`src/rtl/fp16_divide_if.sv`:
```
// ---------------------------------------------------------------------------
// fp16_divide_if
//   Operand/result bundle for the iterative FP16 divider.
//   in_A, in_B   : dividend / divisor {sign, exp, frac}
//   in_En        : start request
//   out_Out      : quotient, held until the next result
//   out_Ready    : one-cycle pulse when out_Out is written
//   out_Busy     : operation in progress
//   master drives operands and start; slave (the divider) drives results.
// ---------------------------------------------------------------------------
interface fp16_divide_if #(
  parameter int W = 16
);
  logic [W-1:0] in_A;
  logic [W-1:0] in_B;
  logic         in_En;
  logic [W-1:0] out_Out;
  logic         out_Ready;
  logic         out_Busy;

  modport master (
    output in_A, in_B, in_En,
    input  out_Out, out_Ready, out_Busy
  );

  modport slave (
    input  in_A, in_B, in_En,
    output out_Out, out_Ready, out_Busy
  );
endinterface

```
`src/rtl/fp16_divide.sv`:
```
// ---------------------------------------------------------------------------
// fp16_divide
//   Iterative half-precision divider, out_Out = in_A / in_B.
//   Restoring mantissa division, one quotient bit per clock, truncating,
//   no denormals and no NaN output. Fixed latency of FRAC_W+3 edges.
// Ports
//   clk  : clock, rising edge
//   rst  : asynchronous reset, active-high
//   bus  : fp16_divide_if.slave (in_A, in_B, in_En, out_Out, out_Ready, out_Busy)
// Timing
//   Accept at edge 0, DIVIDE on edges 1..FRAC_W+2, result written at edge
//   FRAC_W+3 together with out_Ready. out_Busy drops when the last quotient
//   bit is produced, so the NORM cycle is also an accept slot: an in_En seen
//   at the result edge starts the next operation (13-cycle issue rate).
// ---------------------------------------------------------------------------
module fp16_divide #(
  parameter int EXP_W  = 5,
  parameter int FRAC_W = 10,
  parameter int BIAS   = 15
) (
  input  logic          clk,
  input  logic          rst,
  fp16_divide_if.slave  bus
);
  localparam int W  = 1 + EXP_W + FRAC_W;
  localparam int QW = FRAC_W + 2;          // quotient / remainder width
  localparam int EW = EXP_W + 2;           // signed working exponent width
  localparam int CW = $clog2(QW);

  localparam logic [EXP_W-1:0]     EXP_ONES  = {EXP_W{1'b1}};
  localparam logic signed [EW-1:0] EXP_MAX_S = EW'((1 << EXP_W) - 1);
  localparam logic signed [EW-1:0] ZERO_S    = '0;

  typedef enum logic [1:0] {S_IDLE, S_DIVIDE, S_NORM} state_t;
  typedef enum logic [1:0] {C_NORMAL, C_ZERO, C_INF} cls_t;

  state_t                r_state, w_state_next;
  cls_t                  r_cls,   w_cls_next;
  logic                  r_sign,  w_sign_next;
  logic signed [EW-1:0]  r_exp,   w_exp_next;
  logic [QW-1:0]         r_rem,   w_rem_next;
  logic [FRAC_W:0]       r_div,   w_div_next;
  logic [QW-1:0]         r_q,     w_q_next;
  logic [CW-1:0]         r_cnt,   w_cnt_next;
  logic [W-1:0]          r_out,   w_out_next;
  logic                  r_ready, w_ready_next;
  logic                  r_busy,  w_busy_next;

  logic [EXP_W-1:0]      w_a_exp, w_b_exp;
  logic                  w_accept;
  logic                  w_ge;
  logic [QW-1:0]         w_rem_sel;
  logic signed [EW-1:0]  w_exp_adj;
  logic [FRAC_W-1:0]     w_frac;
  logic [W-1:0]          w_result;

  assign w_a_exp  = bus.in_A[W-2 -: EXP_W];
  assign w_b_exp  = bus.in_B[W-2 -: EXP_W];
  assign w_accept = bus.in_En && ((r_state == S_IDLE) || (r_state == S_NORM));

  // One restoring step: subtract only when the remainder covers the divisor.
  assign w_ge      = (r_rem >= {1'b0, r_div});
  assign w_rem_sel = w_ge ? (r_rem - {1'b0, r_div}) : r_rem;

  // Quotient lies in [0.5, 2): a clear MSB means one normalising shift.
  assign w_exp_adj = r_q[QW-1] ? r_exp : (r_exp - EW'(1));
  assign w_frac    = r_q[QW-1] ? r_q[QW-2:1] : r_q[QW-3:0];

  always_comb begin
    w_result = {r_sign, w_exp_adj[EXP_W-1:0], w_frac};
    if (r_cls == C_INF || w_exp_adj >= EXP_MAX_S)
      w_result = {r_sign, EXP_ONES, {FRAC_W{1'b0}}};
    else if (r_cls == C_ZERO || w_exp_adj <= ZERO_S)
      w_result = {r_sign, {(W-1){1'b0}}};
  end

  always_comb begin
    w_state_next = r_state;
    w_cls_next   = r_cls;
    w_sign_next  = r_sign;
    w_exp_next   = r_exp;
    w_rem_next   = r_rem;
    w_div_next   = r_div;
    w_q_next     = r_q;
    w_cnt_next   = r_cnt;
    w_out_next   = r_out;
    w_ready_next = 1'b0;
    w_busy_next  = r_busy;

    case (r_state)
      S_DIVIDE: begin
        // Shifting the new bit in at the LSB lands bit k at q[cnt] after
        // the full QW iterations, since q starts cleared.
        w_q_next   = {r_q[QW-2:0], w_ge};
        w_rem_next = {w_rem_sel[QW-2:0], 1'b0};
        w_cnt_next = r_cnt - CW'(1);
        if (r_cnt == '0) begin
          w_state_next = S_NORM;
          w_busy_next  = 1'b0;
        end
      end
      S_NORM: begin
        w_out_next   = w_result;
        w_ready_next = 1'b1;
        w_state_next = S_IDLE;
      end
      default: ;
    endcase

    if (w_accept) begin
      w_sign_next  = bus.in_A[W-1] ^ bus.in_B[W-1];
      w_exp_next   = EW'({2'b00, w_a_exp}) - EW'({2'b00, w_b_exp}) + EW'(BIAS);
      w_rem_next   = {2'b01, bus.in_A[FRAC_W-1:0]};
      w_div_next   = {1'b1, bus.in_B[FRAC_W-1:0]};
      w_q_next     = '0;
      w_cnt_next   = CW'(QW - 1);
      if (w_b_exp == '0)          w_cls_next = C_INF;   // makes 0/0 infinite
      else if (w_a_exp == '0)     w_cls_next = C_ZERO;
      else if (w_a_exp == EXP_ONES) w_cls_next = C_INF;
      else if (w_b_exp == EXP_ONES) w_cls_next = C_ZERO;
      else                        w_cls_next = C_NORMAL;
      w_busy_next  = 1'b1;
      w_state_next = S_DIVIDE;
    end
  end

  always_ff @(posedge clk or posedge rst) begin
    if (rst) begin
      r_state <= S_IDLE;
      r_cls   <= C_NORMAL;
      r_sign  <= 1'b0;
      r_exp   <= '0;
      r_rem   <= '0;
      r_div   <= '0;
      r_q     <= '0;
      r_cnt   <= '0;
      r_out   <= '0;
      r_ready <= 1'b0;
      r_busy  <= 1'b0;
    end else begin
      r_state <= w_state_next;
      r_cls   <= w_cls_next;
      r_sign  <= w_sign_next;
      r_exp   <= w_exp_next;
      r_rem   <= w_rem_next;
      r_div   <= w_div_next;
      r_q     <= w_q_next;
      r_cnt   <= w_cnt_next;
      r_out   <= w_out_next;
      r_ready <= w_ready_next;
      r_busy  <= w_busy_next;
    end
  end

  assign bus.out_Out   = r_out;
  assign bus.out_Ready = r_ready;
  assign bus.out_Busy  = r_busy;

endmodule

```
`src/flat_wrapper.sv`:
```
// flat-port wrapper written by rule: the top's interface ports become plain ports
module fp16_divide_flat 
#(
  parameter int EXP_W  = 5,
  parameter int FRAC_W = 10,
  parameter int BIAS   = 15
)
  (clk, rst, bus_in_A, bus_in_B, bus_in_En, bus_out_Out, bus_out_Ready, bus_out_Busy);
  fp16_divide_if #(.W(16)) bus_i ();
  input  logic clk;
  input  logic rst;
  input wire logic [$bits(bus_i.in_A)-1:0] bus_in_A;
  input wire logic [$bits(bus_i.in_B)-1:0] bus_in_B;
  input wire logic [$bits(bus_i.in_En)-1:0] bus_in_En;
  output wire logic [$bits(bus_i.out_Out)-1:0] bus_out_Out;
  output wire logic [$bits(bus_i.out_Ready)-1:0] bus_out_Ready;
  output wire logic [$bits(bus_i.out_Busy)-1:0] bus_out_Busy;
  assign bus_i.in_A = bus_in_A;
  assign bus_i.in_B = bus_in_B;
  assign bus_i.in_En = bus_in_En;
  assign bus_out_Out = bus_i.out_Out;
  assign bus_out_Ready = bus_i.out_Ready;
  assign bus_out_Busy = bus_i.out_Busy;
  fp16_divide #(.EXP_W(EXP_W), .FRAC_W(FRAC_W), .BIAS(BIAS)) u_core (.clk(clk), .rst(rst), .bus(bus_i));
endmodule
```
`config.mk`:
```
export PLATFORM = sky130hd
export DESIGN_NAME = fp16_divide_flat
export DESIGN_NICKNAME = d
export VERILOG_FILES = /design/src/rtl/fp16_divide_if.sv /design/src/rtl/fp16_divide.sv /design/src/flat_wrapper.sv
export SDC_FILE = /design/constraint.sdc
export NUM_CORES = 1
export LEC_CHECK = 0
export CORE_AREA = 4 4 124 126
export DETAILED_ROUTE_END_ITERATION = 10
export DIE_AREA = 0 0 128 130
export PLACE_DENSITY_LB_ADDON = 0.2
export SETUP_SLACK_MARGIN = 0.02
export SLEW_MARGIN = 5
export SYNTH_ARGS = -nofsm -noshare
export SYNTH_HDL_FRONTEND = slang
export SYNTH_SLANG_ARGS = --single-unit
```
`constraint.sdc`:
```
create_clock -name clk -period 3 [get_ports clk]
set_input_delay 0.9 -clock clk [delete_from_list [all_inputs] [get_ports clk]]
set_output_delay 0.9 -clock clk [all_outputs]
set_load 0.05 [all_outputs]
```
==> impl_metrics.toml <==
[routing]
met1Wirelength_um = 4230
dr_total_vias = 3340
final_antenna_net_count = 0
wl_per_cell_um = 13.6
finalWirelength_um = 9400
highest_layer = "met4"
met3_length_um = 351
viasPerCell = 4.82
drc_errors = 0
drt-initial-drc-count = 208
met2_length_um = 4710
first_pass_iters = 5

[critical_path]
worstPathMaxFanout = 3
r2r_setup_slack_ns = 0.36
path_delay_family = "buffers and inverters"
cp_common_cell = "inv_1"
crit_chain = "clkdlybuf4s50_1 > inv_1 > ha_1 > inv_1 > fa_1 > xor2_1 > inv_1 > and3_1 > o21ai_0 > a211o_1 > nand3_1"
crit_path_start_kind = "input port"
reg2reg_to = "u_core.r_rem[6]$_DFFE_PP0P_"
slowest_delay_ns = 0.42
path_buf_inv = 4
critPathArrivalTime_ns = 2.97
crit_slowest_cell = "clkdlybuf4s50_1"
end_kind = "flip-flop"
ff2ff_path_depth = 9
r2r_start = "u_core.r_div[0]$_DFFE_PP0P_"
worstSetupPathType = "in -> reg"
required_ns = 3.28

[sta]
clock.fmax_ghz = 0.371
period_share_pct = 89.9
period_minus_slack_ns = 2.70
timing_max_transition_violations_final = 0
hold-worst-slack_ns = 0.450
rsz0062_at_grt = "false"
finClkSkew_ns = 0.00491
tightest_slew_ns = 0.640
hold_violations = 0
slew_headroom_pct = 57.3
setup_viol = 0

[cts]
cts_root_buf = "clkbuf_16"
insertion_delay_ns = 0.34
cts_tree = "built"
cts_max_level = 3
cts_sinks = 69
cts_hold_buf = 0
clk_pin_slew_ns = 0.06
cts.repair.resized = 0
cts_max_path_buffers = 2
cts_buffers = 9
post_cts_buffers = 0

[logic_synthesis]
synthMuxAreaShare_pct = 7.25
synthAdderAreaFrac_pct = 7.82
ys_types = 61
synth_nets = 512
ys_ff_latch = 69
synthCells = 452
async_flop_share_pct = 100
yosys-top-cells-area = "dfrtp_1 41%, ha_1 6.9%, mux2i_1 6.4%, o21ai_0 4.2%, inv_1 3.8%"
yosysWarnings = 0
syn_area_mm2 = 0.00419
synth_edf_count = 0
synth-compound-area-share_pct = 16.8
syn_avg_cell_area_um2 = 9.28
synth-simple-area-share_pct = 15.3
yosys.area.top_type_share_pct = 41.2
synthXorXnorAreaFrac_pct = 4.60
synth_top_family_by_area = "compound AO/OA/AOI/OAI gates"
yosysSeqAreaShare_pct = 41.2
yosysTopAreaCell = "dfrtp_1"
synth_flop_cell = "dfrtp_1"

[layout]
area_delta_synth_final_pct = 25.2
diodes = 0
final_nets = 564
fin_util_pct = 36.7
drive_gt1_share_pct = 8.25

[grt]
grt_antenna_before_repair = 0
grtUsageTotal_pct = 12.1
globalRouteOverflowTotal = 0
grt_pass1_vias = 3337
grt_pass1_wl_um = 16100
grt_max_degree = 27

[power]
cellLeakagePower_nw = 2.33
ir_drop_mv = 0.205
cellPowerDensity_mw_per_mm2 = 412
finalPower_mw = 2.16

[floorplan]
rows = 44
die_h_um = 130
core_mm2 = 0.0143
initial_core_util_pct = 29.3
boundaryPins = 53
dieArea_mm2 = 0.0166
die_x_um = 128

[hold_path]
hold_class = "reg -> reg"
hold_end = "u_core.r_div[10]$_DFFE_PP0P_"
whs_path_depth = 2
worstHoldStart = "u_core.r_div[10]$_DFFE_PP0P_"

[placement]
io_buffers = 52
post-dp-hpwl_um = 7030
place.gp.congestion = 0.886

[flow_run]
drv_cap = 0

[outcome]
outcome = "completed"
-- layout by cell type, fill, tap and decap left out, drive strengths merged, types with 3 or more instances in the layout --
master,instances
dfrtp,69
nand2b,7
nor3,4
o21ai,43
xnor2,13
nor4,3
nor3b,8
nand4,4
xor2,9
buf,13
nand2,41
nand3b,3
or3,3
a211oi,7
clkbuf,11
a41oi,3
o22ai,11
clkdlybuf4s50,52
inv,43
a31oi,5
ha,23
nand3,9
mux2i,27
a21oi,22
nor2,31
nor2b,4
mux2,3
a21o,3
-- power by group --
part / total [mW] / switching, mW / internal [mW]
clock network: 1.09 / 0.405 / 0.688
logic: 0.138 / 0.0638 / 0.0744
registers: 0.931 / 0 / 0.931
-- final cells by class --
type	count	area [µm²]
fill	1458	9060
multi-input combinational	316	2180
sequential	69	1730
timing repair buffer	65	643
clock buffer	11	253
tap	184	230
inverter	43	161
clock inverter	5	58.8
-- synth_stat cells, drive strengths merged, types with 5 or more instances --
cell / n
ha: 23
dfrtp: 69
a211oi: 7
nand3: 9
xor2: 9
nor2: 31
nand2b: 7
nor3b: 8
a21oi: 22
a31oi: 5
clkbuf: 15
xnor2: 13
inv: 43
nand2: 41
mux2i: 27
buf: 9
o22ai: 11
o21ai: 43
-- layer usage --
metal | track usage (%) | up-vias
met5 | 0 | -
met4 | 3.37 | 0
met3 | 3.97 | 8
met2 | 21.0 | 47
met1 | 14.3 | 1603
li1 | - | 1682
-- tightest hold or removal path: cells and delay by family (launching register included) --
| family | cells | cell delay [ns] |
|---|---|---|
| and+or+nand+nor | 1 | 0.05 |
| DFF | 1 | 0.32 |
| buffers and inverters | 1 | 0.05 |
-- kinds of logic after synthesis --
family	Yosys count
compound gates	112
mux	30
buf+inv	67
xor+xnor	22
fa+ha+maj	25
simple gates	127
flops	69
-- registers in the layout, indices dropped and copies added (netlist names) --
register / cells
u_core.bus.out_Out: 16
u_core.r_sign: 1
u_core.r_cls: 2
u_core.r_cnt: 4
u_core.bus.out_Busy: 1
u_core.r_rem: 12
u_core.r_exp: 7
u_core.r_div: 11
u_core.r_state: 2
u_core.bus.out_Ready: 1
u_core.r_q: 12
-- per-stage QoR --
stage	area (µm²)	instances	TNS, ns	setup slack (ns)
final	5250	693	0	0.302
after global routing	5250	693	0	0.138
after CTS	5250	693	0	0.306
after global placement	4940	677	-0.000976	-0.000976
after floorplan	4190	452	0	0.360
after detailed placement	4940	677	-0.150	-0.0496
-- worst max path at each step --
stage	startpoint	to	slack [ns]	depth (start not counted)
3_5_place_dp	bus_in_A[10]	u_core.r_exp[6]$_DFFE_PP0P_	-0.05	10
3_3_place_gp	bus_in_A[10]	u_core.r_exp[6]$_DFFE_PP0P_	-0.001	10
6_report	bus_in_A[10]	u_core.r_exp[5]$_DFFE_PP0P_	0.30	11
5_1_grt	bus_in_A[10]	u_core.r_exp[3]$_DFFE_PP0P_	0.14	10
2_1_floorplan	rst	u_core.bus.out_Busy$_DFFE_PP0P_	0.36	1
4_1_cts	bus_in_A[10]	u_core.r_exp[5]$_DFFE_PP0P_	0.31	11
Note: power is estimated with default switching activity, not from simulation.
